### config.mk
export PLATFORM = sky130hd
export DESIGN_NAME = ps2_cmd_sched
export DESIGN_NICKNAME = d
export VERILOG_FILES = /design/src/rtl/ps2_cmd_sched.sv
export SDC_FILE = /design/constraint.sdc
export NUM_CORES = 1
export LEC_CHECK = 0
export ABC_AREA = 1
export BUFFER_PORTS_ARGS = -buffer_cell sky130_fd_sc_hd__buf_4
export CAP_MARGIN = 0
export CORE_ASPECT_RATIO = 0.75
export CORE_MARGIN = 4
export CORE_UTILIZATION = 30
export DETAILED_ROUTE_END_ITERATION = 16
export HOLD_SLACK_MARGIN = 0.03
export PLACE_DENSITY = 0.49
export SYNTH_ARGS = -nofsm -noshare
export SYNTH_HDL_FRONTEND = slang
export SYNTH_SLANG_ARGS = --single-unit
### constraint.sdc
create_clock -name clk -period 2 [get_ports clk]
set_clock_uncertainty 0.1 [all_clocks]
set_input_delay 0.4 -clock clk [delete_from_list [all_inputs] [get_ports clk]]
set_output_delay 0.4 -clock clk [all_outputs]
set_load 0.05 [all_outputs]
### src/rtl/ps2_cmd_sched.sv
// PS/2 keyboard command scheduler.
// Arbitrates reset / set-LED / typematic requests, sends the command byte and
// its optional argument through a byte transmitter, and interprets the
// keyboard replies (ACK 0xFA, RESEND 0xFE, BAT 0xAA / 0xFC) with bounded
// retries and a per-phase response timeout.
//
// Handshake semantics: txStart is a one-cycle strobe that launches txData;
// txData is held until the transmitter answers with a one-cycle txDone, and
// no new txStart is issued in between. rxReady is a one-cycle valid strobe
// for rxData with no back-pressure; bytes arriving while nothing is awaited
// are dropped. A reply only counts once the byte's txDone has been seen (a
// txDone in the same cycle as rxReady counts as seen).
module ps2_cmd_sched #(
    parameter int TIMEOUT_CYC = 1000000,
    parameter int MAX_RETRY   = 3
) (
    input  logic       clk,
    input  logic       reset,
    input  logic       reqRst,
    input  logic       reqLed,
    input  logic [2:0] ledBits,
    input  logic       reqRate,
    input  logic [6:0] rateByte,
    output logic       txStart,
    output logic [7:0] txData,
    input  logic       txDone,
    input  logic       rxReady,
    input  logic [7:0] rxData,
    output logic       busy,
    output logic [2:0] grant,
    output logic       err,
    output logic [2:0] dbgState
);

    typedef enum logic [2:0] {
        IDLE, SEND1, WAIT1, SEND2, WAIT2, WAIT_BAT, DONE, FAIL
    } state_t;

    localparam int TW = $clog2(TIMEOUT_CYC + 1);
    localparam int RW = (MAX_RETRY < 1) ? 1 : $clog2(MAX_RETRY + 1);
    localparam logic [TW-1:0] T_LAST = TW'(TIMEOUT_CYC - 1);
    localparam logic [RW-1:0] R_MAX  = RW'(MAX_RETRY);

    localparam logic [7:0] KB_ACK    = 8'hFA;
    localparam logic [7:0] KB_RESEND = 8'hFE;
    localparam logic [7:0] KB_BAT_OK = 8'hAA;
    localparam logic [7:0] KB_BAT_NG = 8'hFC;

    state_t          state, next;
    logic [2:0]      cmd;        // one-hot {rate, led, rst} of the command in flight
    logic [7:0]      arg;        // argument byte latched at grant
    logic [RW-1:0]   retry;
    logic [TW-1:0]   tcnt;
    logic            txd_seen;   // txDone already observed in this wait phase
    logic            resp;       // a reply that is allowed to count
    logic            timed_out;
    logic            in_wait;
    logic            retry_ok;
    logic [2:0]      win_cmd;
    logic [7:0]      win_byte;
    logic [7:0]      win_arg;

    assign resp      = rxReady && (txd_seen || txDone);
    assign timed_out = (tcnt == T_LAST);
    assign in_wait   = (state == WAIT1) || (state == WAIT2) || (state == WAIT_BAT);
    assign retry_ok  = (retry < R_MAX);

    // State register.
    always_ff @(posedge clk or negedge reset) begin
        if (!reset) state <= IDLE;
        else        state <= next;
    end

    // Next-state decode, request arbitration and FSM-driven outputs.
    always_comb begin
        next     = state;
        txStart  = 1'b0;
        busy     = (state != IDLE);
        grant    = 3'b000;
        dbgState = state;
        win_cmd  = 3'b100;
        win_byte = 8'hF3;
        win_arg  = {1'b0, rateByte};
        if (reqRst) begin
            win_cmd  = 3'b001;
            win_byte = 8'hFF;
            win_arg  = 8'h00;
        end else if (reqLed) begin
            win_cmd  = 3'b010;
            win_byte = 8'hED;
            win_arg  = {5'b00000, ledBits};
        end
        case (state)
            IDLE:     if (reqRst || reqLed || reqRate) next = SEND1;
            SEND1: begin
                txStart = 1'b1;
                next    = WAIT1;
            end
            WAIT1: begin
                if (resp && rxData == KB_ACK)         next = cmd[0] ? WAIT_BAT : SEND2;
                else if (resp && rxData == KB_RESEND) next = retry_ok ? SEND1 : FAIL;
                else if (timed_out)                   next = FAIL;
            end
            SEND2: begin
                txStart = 1'b1;
                next    = WAIT2;
            end
            WAIT2: begin
                if (resp && rxData == KB_ACK)         next = DONE;
                else if (resp && rxData == KB_RESEND) next = retry_ok ? SEND2 : FAIL;
                else if (timed_out)                   next = FAIL;
            end
            WAIT_BAT: begin
                if (rxReady && rxData == KB_BAT_OK)      next = DONE;
                else if (rxReady && rxData == KB_BAT_NG) next = FAIL;
                else if (timed_out)                      next = FAIL;
            end
            DONE: begin
                grant = cmd;
                next  = IDLE;
            end
            FAIL:     next = IDLE;
            default:  next = IDLE;
        endcase
    end

    // Command latches, retry/timeout counters and the sticky error flag.
    always_ff @(posedge clk or negedge reset) begin
        if (!reset) begin
            cmd      <= 3'b000;
            arg      <= 8'h00;
            txData   <= 8'h00;
            retry    <= '0;
            tcnt     <= '0;
            txd_seen <= 1'b0;
            err      <= 1'b0;
        end else begin
            if (next != state) begin
                tcnt     <= '0;
                txd_seen <= 1'b0;
            end else begin
                if (in_wait) tcnt <= tcnt + 1'b1;
                if (txDone)  txd_seen <= 1'b1;
            end
            if (state == IDLE && next == SEND1) begin
                cmd    <= win_cmd;
                arg    <= win_arg;
                txData <= win_byte;
                retry  <= '0;
            end else if (state == WAIT1 && next == SEND2) begin
                txData <= arg;
                retry  <= '0;
            end else if ((state == WAIT1 && next == SEND1) ||
                         (state == WAIT2 && next == SEND2)) begin
                // txData still holds the byte being resent.
                retry <= retry + 1'b1;
            end
            if (next == FAIL)      err <= 1'b1;
            else if (next == DONE) err <= 1'b0;
        end
    end

endmodule

==> flow_metrics.py <==
metrics = {
    "global_route": {
        "grt_max_degree": 46,
        "antenna_found_initial": 0,
        "grt_overflow_total": 0,
        "grt_first_pass_wirelength_um": 11100,
        "grt_usage_pct": 13.9,
        "grt_pass1_vias": 2306,
    },
    "detailed_routing": {
        "viasPerCell": 4.37,
        "finalWirelength_um": 6510,
        "wire_per_inst_um": 12.1,
        "drtPass1Iterations": 4,
        "drt_drc_violations_left": 0,
        "ant_nets": 0,
        "drt_iter0_markers": 122,
        "dr_total_vias": 2348,
    },
    "synth": {
        "synth_top_family_by_area": "simple AND/OR/NAND/NOR gates",
        "syn-cell-area_mm2": 0.00255,
        "yosysMostFrequentCell": "nand2_1",
        "yosys_register_bits": 45,
        "synthSimpleGateAreaFrac_pct": 33.0,
        "avgSynthCellArea_um2": 7.60,
        "synth_nets": 362,
        "synth-edff-count": 0,
        "yosysTopAreaCellShare_pct": 44.2,
        "synth_mux_area_share_pct": 0.393,
        "yosysWarnings": 0,
        "yosys-top-cells-area": "dfrtp_1, nand2_1, nor2_1",
        "synth_compound_area_share_pct": 7.27,
        "synth_common_cells": "nand2_1, nor2_1, dfrtp_1, inv_1, nand3_1",
        "synth-main-ff-cell": "dfrtp_1",
        "synth-seq-area-share_pct": 44.2,
        "synthArstFlopShare_pct": 100,
        "synth.largest_area_cell": "dfrtp_1",
        "syn_inst": 335,
        "synth_cell_types": 29,
        "synth-xor-area-share_pct": 5.16,
        "synth_fa_ha_area_share_pct": 0.983,
    },
    "floorplanning": {
        "core_mm2": 0.00806,
        "die_h_um": 87.8,
        "io_pins": 42,
        "start_util_pct": 31.6,
        "die_w_um": 114,
        "rows": 28,
        "die_area_mm2": 0.0100,
    },
    "cts": {
        "cts_tree": "built",
        "htree_levels": 2,
        "cts_buffer_depth": 2,
        "worstSkewPairLatency_ps": 290,
        "numCtsBuffers": 5,
        "clkSlewWorstSetupHoldPaths_ps": 70,
        "cts-root-buf": "clkbuf_16",
        "cts.sinks": 45,
    },
    "hold_path": {
        "hp-class": "input pin to asynchronous set/reset pin",
    },
    "power_and_ir_drop": {
        "sw_frac_of_total_pct": 45.1,
        "p_seq_share_pct": 26.1,
        "clkPwrFrac_pct": 16.8,
        "p_switching_mw": 2.27,
        "ir_worst_vdd_mv": 0.751,
        "cell_internal_pwr_mw": 2.76,
        "pwr_density_cell_mw_per_mm2": 1370,
        "p_leak_nw": 1.81,
        "comb_power_share_pct": 57.1,
        "power_mw": 5.03,
    },
    "sta": {
        "relSlewSlack_pct": 61.3,
        "rsz0062_at_grt": "yes",
        "hold_viol_final": 0,
        "tns_ps": 0,
        "post-route-period-util_pct": 99.2,
        "setup_violations": 0,
        "layout_min_cycle_time_ps": 1980,
        "clock.fmax_mhz": 504,
        "worst_slew_pin_slew_ps": 580,
        "fin_hold_ws_ps": 11.6,
        "drv_slew": 0,
    },
    "worst_setup_path": {
        "slowest_stage": "dfrtp_1",
        "crit_fanout": 4,
        "cp-end-kind": "flip-flop",
        "cp.required_ps": 2080,
        "critPathKind": "flip-flop to flip-flop",
        "timing.critical_path.buf_inv": 2,
        "slowest_delay_ps": 360,
        "crit_family": "simple AND/OR/NAND/NOR gates",
        "arrival_ps": 2070,
        "path_cells": "ha_2, nand3_4, buf_6, nor3_2, buf_4, nand2_4, nor2_4, nand2_2, nor2_4, nand2_2, nor2_2, xnor2_1, nor2_1",
        "startpoint_type": "flip-flop",
    },
    "finish": {
        "antennaDiodeCount": 0,
        "layout-drive-gt1-share_pct": 38.0,
        "syn2layout_area_growth_pct": 44.2,
        "final_util_pct": 45.6,
        "num-nets-final": 458,
        "final_cell_count_no_fill": 537,
    },
    "placement": {
        "place_inst": 525,
        "post-dp-hpwl_um": 5010,
        "gp_congestion": 0.908,
        "io_buffer_count": 41,
    },
    "outcome": {
        "outcome": "finished clean",
    },
    "job": {
        "maxCapViolations": 0,
    },
}
-- cell type report --
type | instances | area, um^2
Tap cell | 105 | 131
Clock buffer | 5 | 125
Multi-Input combinational cell | 236 | 1320
Sequential cell | 45 | 1130
Clock inverter | 3 | 25.0
Timing Repair Buffer | 94 | 747
Inverter | 49 | 191
Fill cell | 808 | 4390
-- what timing repair did --
action | 4_1_cts | 5_1_grt
gates resized for setup | 7 | 26
endpoints found under the setup margin | 31 | 31
hold buffers | 0 | 0
pin swaps | 1 | 17
cloned | 0 | 0
buffers inserted | 0 | 4
-- metrics by stage --
stage | area [um^2] | worst slack [ps]
floorplan | 2570 | -19.2
finish | 3670 | 15.4
detailed placement | 3370 | -126
global placement | 3370 | -118
global route | 3670 | -149
CTS | 3550 | 8.41
-- flip-flops by register name, indices dropped and copies added, names as in the netlist --
register / cells
cmd: 3
retry: 2
txd_seen: 1
tcnt: 20
err: 1
txData: 8
dbgState: 3
arg: 7
-- final timing paths --
path | slack [ps] | to | startpoint | cells after the start
worst max register to register | 20 | tcnt[16] | tcnt[0] | 13
min in group clk | 230 | arg[3] | rateByte[3] | 3
worst min register to register | 380 | txData[7] | txData[7] | 2
worst min-delay path | 10 | tcnt[18] | reset | 1
worst max-delay path | 20 | tcnt[16] | tcnt[0] | 13
max in group asynchronous | 1360 | dbgState[1] | reset | 1
-- routing by layer --
layer | share of wire [%] | GRT usage (%) | wire [um] | up-vias
met3 | 3.7 | 2.42 | 244 | 7
met5 | 0 | 0 | 0 | -
met1 | 55 | 21.7 | 3590 | 1071
li1 | - | - | - | 1235
met2 | 40 | 18.8 | 2580 | 35
met4 | 1.6 | 5.50 | 104 | 0
-- power by group through the flow --
stage / Sequential, mW / Combinational [mW] / Clock (mW)
2_1_floorplan: 1.68 / 1.38 / 0
3_5_place_dp: 1.34 / 2.77 / 0
4_1_cts: 1.32 / 2.78 / 0.876
3_3_place_gp: 1.34 / 2.75 / 0
5_1_grt: 1.35 / 3.16 / 0.897
6_report: 1.31 / 2.87 / 0.842
-- placed cells by master, fill, tap and decap left out, types with 2 or more instances in the layout --
cell type / instances
nand2_2: 7
nor4_1: 3
nor2_2: 17
a22oi_1: 3
o21ai_0: 5
xnor2_1: 3
dfrtp_2: 3
nand3_2: 4
nand3_1: 11
a21oi_1: 9
nand2_4: 3
inv_2: 4
o21ai_2: 8
clkbuf_16: 5
xor2_1: 11
nand4_1: 7
buf_4: 90
nand2_1: 76
dfrtp_1: 42
buf_12: 3
inv_1: 43
a31oi_1: 2
nor2_4: 6
clkinv_4: 2
nor2_1: 49
nand3_4: 2
-- cells by family after synthesis --
group | Yosys count
flops | 45
compound gates | 30
simple gates | 188
buf+inv | 54
fa+ha+maj | 2
mux | 1
xor+xnor | 15
(Power assumes the default switching activity.)
